$ cat config.mk
export PLATFORM = sky130hd
export DESIGN_NAME = id_ex_pipe
export DESIGN_NICKNAME = d
export VERILOG_FILES = /design/src/rtl/id_ex_pipe.sv
export SDC_FILE = /design/constraint.sdc
export NUM_CORES = 1
export LEC_CHECK = 0
export CORE_UTILIZATION = 39
export CTS_BUF_LIST = sky130_fd_sc_hd__clkbuf_8 sky130_fd_sc_hd__clkbuf_16
export DETAILED_ROUTE_END_ITERATION = 10
export GPL_ROUTABILITY_DRIVEN = 1
export PLACE_DENSITY = 0.77
export SLEW_MARGIN = 20
export SYNTH_ARGS = -nofsm -noshare
export SYNTH_HDL_FRONTEND = slang
export SYNTH_SLANG_ARGS = --single-unit
export TNS_END_PERCENT = 100
$ cat constraint.sdc
create_clock -name clk -period 2.3 [get_ports clk]
set_input_delay 0.46 -clock clk [delete_from_list [all_inputs] [get_ports clk]]
set_output_delay 0.46 -clock clk [all_outputs]
set_load 0.005 [all_outputs]
$ cat src/rtl/id_ex_pipe.sv
// ID/EX pipeline register.
// Carries the decoded instruction from ID into EX. It can also insert a NOP
// bubble, hold the current contents, or flush them, as the control unit's
// stall vector and the flush line direct. It also counts bubbles inserted
// since reset, using a saturating counter.
module id_ex_pipe #(
    parameter int DATA_W   = 32,
    parameter int RADDR_W  = 5,
    parameter int ALUOP_W  = 8,
    parameter int ALUSEL_W = 3,
    parameter int CNT_W    = 16
) (
    input  logic                clk,
    input  logic                rst,
    input  logic [5:0]          stall,
    input  logic                flush,
    input  logic [DATA_W-1:0]   id_reg1,
    input  logic [DATA_W-1:0]   id_reg2,
    input  logic [RADDR_W-1:0]  id_wd,
    input  logic                id_wreg,
    input  logic [ALUOP_W-1:0]  id_aluop,
    input  logic [ALUSEL_W-1:0] id_alusel,
    input  logic [DATA_W-1:0]   id_inst,
    input  logic [DATA_W-1:0]   id_link_addr,
    input  logic                id_is_in_delayslot,
    input  logic                id_next_in_delayslot,
    output logic [DATA_W-1:0]   ex_reg1,
    output logic [DATA_W-1:0]   ex_reg2,
    output logic [RADDR_W-1:0]  ex_wd,
    output logic                ex_wreg,
    output logic [ALUOP_W-1:0]  ex_aluop,
    output logic [ALUSEL_W-1:0] ex_alusel,
    output logic [DATA_W-1:0]   ex_inst,
    output logic [DATA_W-1:0]   ex_link_addr,
    output logic                ex_is_in_delayslot,
    output logic                ex_valid,
    output logic                is_in_delayslot_o,
    output logic [CNT_W-1:0]    bubble_cnt
);

    // Saturating increment: the bubble counter parks at all-ones.
    function automatic logic [CNT_W-1:0] sat_inc(input logic [CNT_W-1:0] v);
        return (&v) ? v : v + CNT_W'(1);
    endfunction

    // Only the ID (bit 2) and EX (bit 3) stall bits matter here. The other
    // bits are folded into a deliberately unused signal.
    logic unused_stall_bits;
    assign unused_stall_bits = &{1'b0, stall[5:4], stall[1:0]};

    // ID is stalled but EX is free: EX gets a NOP.
    // If ID is not stalled, the block advances. This includes the
    // stall[2]=0 / stall[3]=1 combination, which control should never produce.
    logic bubble;
    logic advance;
    assign bubble  = stall[2] & ~stall[3];
    assign advance = ~stall[2];

    logic [DATA_W-1:0]   reg1_p1;
    logic [DATA_W-1:0]   reg2_p1;
    logic [RADDR_W-1:0]  wd_p1;
    logic                wreg_p1;
    logic [ALUOP_W-1:0]  aluop_p1;
    logic [ALUSEL_W-1:0] alusel_p1;
    logic [DATA_W-1:0]   inst_p1;
    logic [DATA_W-1:0]   link_addr_p1;
    logic                is_dslot_p1;
    logic                vld_p1;
    logic                next_dslot_p1;
    logic [CNT_W-1:0]    bubble_cnt_p1;

    // ---- ID -> EX boundary ----
    // Instruction fields are zeroed (NOP) on reset, flush or bubble, loaded on
    // advance, and otherwise held.
    always_ff @(posedge clk) begin
        if (rst || flush || bubble) begin
            reg1_p1      <= '0;
            reg2_p1      <= '0;
            wd_p1        <= '0;
            wreg_p1      <= 1'b0;
            aluop_p1     <= '0;
            alusel_p1    <= '0;
            inst_p1      <= '0;
            link_addr_p1 <= '0;
            is_dslot_p1  <= 1'b0;
        end else if (advance) begin
            reg1_p1      <= id_reg1;
            reg2_p1      <= id_reg2;
            wd_p1        <= id_wd;
            wreg_p1      <= id_wreg;
            aluop_p1     <= id_aluop;
            alusel_p1    <= id_alusel;
            inst_p1      <= id_inst;
            link_addr_p1 <= id_link_addr;
            is_dslot_p1  <= id_is_in_delayslot;
        end
    end

    // The valid flag follows the same rules as the fields: a bubble or a
    // flush leaves EX empty.
    always_ff @(posedge clk) begin
        if (rst || flush || bubble) begin
            vld_p1 <= 1'b0;
        end else if (advance) begin
            vld_p1 <= 1'b1;
        end
    end

    // The delay-slot feedback to ID survives a bubble. Only reset or flush
    // clears it.
    always_ff @(posedge clk) begin
        if (rst || flush) begin
            next_dslot_p1 <= 1'b0;
        end else if (advance) begin
            next_dslot_p1 <= id_next_in_delayslot;
        end
    end

    // Count inserted bubbles. A flush outranks the bubble, so it does not
    // count as one.
    always_ff @(posedge clk) begin
        if (rst) begin
            bubble_cnt_p1 <= '0;
        end else if (!flush && bubble) begin
            bubble_cnt_p1 <= sat_inc(bubble_cnt_p1);
        end
    end

    assign ex_reg1            = reg1_p1;
    assign ex_reg2            = reg2_p1;
    assign ex_wd              = wd_p1;
    assign ex_wreg            = wreg_p1;
    assign ex_aluop           = aluop_p1;
    assign ex_alusel          = alusel_p1;
    assign ex_inst            = inst_p1;
    assign ex_link_addr       = link_addr_p1;
    assign ex_is_in_delayslot = is_dslot_p1;
    assign ex_valid           = vld_p1;
    assign is_in_delayslot_o  = next_dslot_p1;
    assign bubble_cnt         = bubble_cnt_p1;

endmodule

==> results.toml <==
[outcome]
outcome = "completed"

[layout]
areaGrowthSynthToFinish_pct = 65.9
drive_above_1_share = 0.0556
final_nets = 1043
num_antenna_cells = 0
post-route-util = 0.659
n_fill_cell = 1156

[global_routing]
grt_pass1_wl_mm = 26.7
antenna_found_initial = 0
grt_max_degree = 96
grt_use_total = 0.214
gr-total-overflow = 0
grt_pass1_vias = 5316

[worst_setup_path]
cpPeakStageDelay_ns = 0.47
cp.required_ns = 2.60
worstSetupPathType = "reg2reg"
slowest_stage = "o41ai_4"
critPathTopFamily = "compound AO/OA/AOI/OAI gates"
r2r_slack_ns = 0.18
r2r_cells = 6
worst-path-buf-inv = 1
path_cells = "ha_1, nand4_1, o41ai_4, buf_4, nor4_1, mux2_1"
start_kind = "flip-flop"
arrival_ns = 2.42
cp-end-kind = "flip-flop"
rr_startpoint = "bubble_cnt[0]"
path_max_fanout = 5
r2r_end = "bubble_cnt[15]"

[timing]
slew-limit-headroom = 0.414
hold_viol_final = 0
setup_tns_ns = 0
slew_viol_final = 0
grt_setup_unrepaired = "no"
clock_skew_ns = 0.00964
max_freq_mhz = 472
fin_crit_sh = 0.920
setup_viol = 0
period_needed_ns = 2.12
worst-slew-pin-transition_ns = 0.880

[synthesis]
syn_inst = 576
synth.most_common_cell = "dfxtp_1"
yosys_warnings = 0
synth_area_leaders = "dfxtp_1 (55%), mux2i_1 (25%), nor2_1 (9.7%), clkbuf_1 (1.2%), buf_2 (1.2%)"
syn_avg_cell_area_um2 = 10.4
async_flop_share = 0
synth.top_cells.by_count = "dfxtp_1 (164), nor2_1 (156), mux2i_1 (149)"
yosysTopAreaCell = "dfxtp_1"
syn_area_um2 = 6010
yosysSeqAreaShare = 0.546
syn-num-nets = 733
ys_ff_latch = 164
synth_top_area_frac = 0.546
yosysUniqueCellTypes = 34
synth_edf_count = 0
synth_ff_type = "dfxtp_1"

[drt]
drc = 0
drtIter0Drc = 272
dr_total_vias = 5278
finalWirelength_mm = 17.2
ant_nets = 0
vias_per_cell = 4.86
drtPass1Iterations = 4
wl_per_cell_um = 15.8

[clock_tree]
cts.sinks = 164
cts_buffer_depth = 2
cts-root-buf = "clkbuf_16"
cts_buffers = 17
tritoncts = "yes"
insertion_delay_ns = 0.42
htree_num_levels = 4
clk_transition_reported_paths_ns = 0.06

[floorplan]
core_region_area_um2 = 15100
start_util = 0.397
die_h_um = 126
dieArea_um2 = 15900
row_count = 45
boundaryPins = 320
die_x_um = 126

[min_path]
min_from = "stall[2]"
hold_class = "in2reg"
whs_path_depth = 3
hold_end = "ex_inst[31]"

[placement]
port_buffers = 315
dp_hpwl_mm = 12.3
gp_congestion = 0.780

[power]
p_comb_frac = 0.115
sw_frac_of_total = 0.223
seqPwrFrac = 0.456
p_clk_frac = 0.429
p_per_area_nw_per_um2 = 650
leakagePower_nw = 4.04
vdd_ir_drop_max_mv = 0.450
p_int_mw = 5.04
p_switching_mw = 1.44

[flow_run]
drv_cap = 0
==> metrics by stage <==
step	total power [mW]	instances	cell area (um2)	hold slack, ns	setup WS (ns)
after floorplan	3.30	576	6010	0.447	0.552
after global placement	3.74	1052	9360	0.438	0.0843
after detailed placement	3.76	1052	9360	0.459	0.0464
after CTS	6.56	1084	9950	0.363	0.202
after global routing	6.73	1087	9980	0.375	0.000677
final	6.48	1087	9980	0.377	0.183
==> sequential cells by signal, summed over array words and instances (netlist names) <==
name / count
bubble_cnt: 16
ex_aluop: 8
ex_alusel: 3
ex_inst: 32
ex_is_in_delayslot: 1
ex_link_addr: 32
ex_reg1: 32
ex_reg2: 32
ex_valid: 1
ex_wd: 5
ex_wreg: 1
is_in_delayslot_o: 1
==> repair_timing <==
action                     4_1_cts  5_1_grt
hold buffers                     0        0
buffers inserted                 0        3
setup endpoints to repair        0        1
gates resized for setup          0        0
==> how the worst max path moves through the flow <==
stage                              from        endpoint  slack, ns  cells after the start
after global placement            flush  bubble_cnt[14]       0.08                      5
after floorplan                stall[2]  bubble_cnt[14]       0.55                      5
after detailed placement          flush  bubble_cnt[14]       0.05                      5
after global routing      bubble_cnt[0]   bubble_cnt[9]     0.0007                      6
after CTS                 bubble_cnt[0]   bubble_cnt[1]       0.20                      6
final                     bubble_cnt[0]  bubble_cnt[15]       0.18                      6
==> worst reg2reg max path, stage by stage, from the launching register on <==
cell and delay [ns]:
dfxtp_1 0.44, ha_1 0.26, nand4_1 0.26, o41ai_4 0.48
buf_4 0.20, nor4_1 0.05, mux2_1 0.31
==> power groups by stage <==
| stage | logic [mW] | clock network [mW] | registers [mW] |
|---|---|---|---|
| after detailed placement | 0.747 | 0 | 3.02 |
| after global placement | 0.730 | 0 | 3.01 |
| final | 0.749 | 2.78 | 2.95 |
| after CTS | 0.752 | 2.85 | 2.95 |
| after floorplan | 0.277 | 0 | 3.02 |
| after global routing | 0.804 | 2.97 | 2.96 |
==> per-layer routing <==
layer,global-route usage,vias to the layer above,part of all wire
li1,-,2568,-
met5,0,-,0
met2,0.378,230,0.49
met1,0.218,2442,0.38
met4,0.111,0,0.032
met3,0.0850,38,0.092
==> area by class of cell <==
cell class,instances,area [um2],area share
clock buffers,22,494,0.0495
clock inverters,10,97.6,0.00978
inverters,3,11.3,0.00113
multi-input cells,373,2570,0.258
flip-flops and latches,164,3280,0.329
well taps,188,235,0.0236
repair buffers,327,3280,0.329
==> logic make-up (layout without fill, tap and decap cells) <==
kind of cell / count (synthesis) / after routing / share of synthesized area
and+or+nand+nor: 198 / 198 / 0.145
DFF: 164 / 164 / 0.546
muxes: 153 / 153 / 0.255
buffers and inverters: 39 / 362 / 0.0285
AOI/OAI and AO/OA: 20 / 20 / 0.0214
adders and majority gates: 1 / 1 / 0.00208
xor gates and xnor gates: 1 / 1 / 0.00146
==> placed cells by master, fill, tap and decap left out, types with 4 or more instances in the layout <==
master / Yosys / routed
nand4_1: 4 / 4
inv_1: 3 / 4
or3_1: 6 / 6
clkdlybuf4s50_1: 0 / 314
dfxtp_1: 164 / 164
a21oi_1: 9 / 9
clkbuf_16: 0 / 17
mux2_1: 4 / 4
clkbuf_8: 0 / 6
nor3_1: 4 / 4
nor4_1: 4 / 4
o21ai_1: 5 / 5
nor2_1: 156 / 156
nand3_1: 6 / 6
mux2i_1: 149 / 149
nor2b_1: 4 / 4
buf_4: 0 / 9
clkinv_4: 0 / 4
Note: power is estimated with default switching activity, not from simulation.
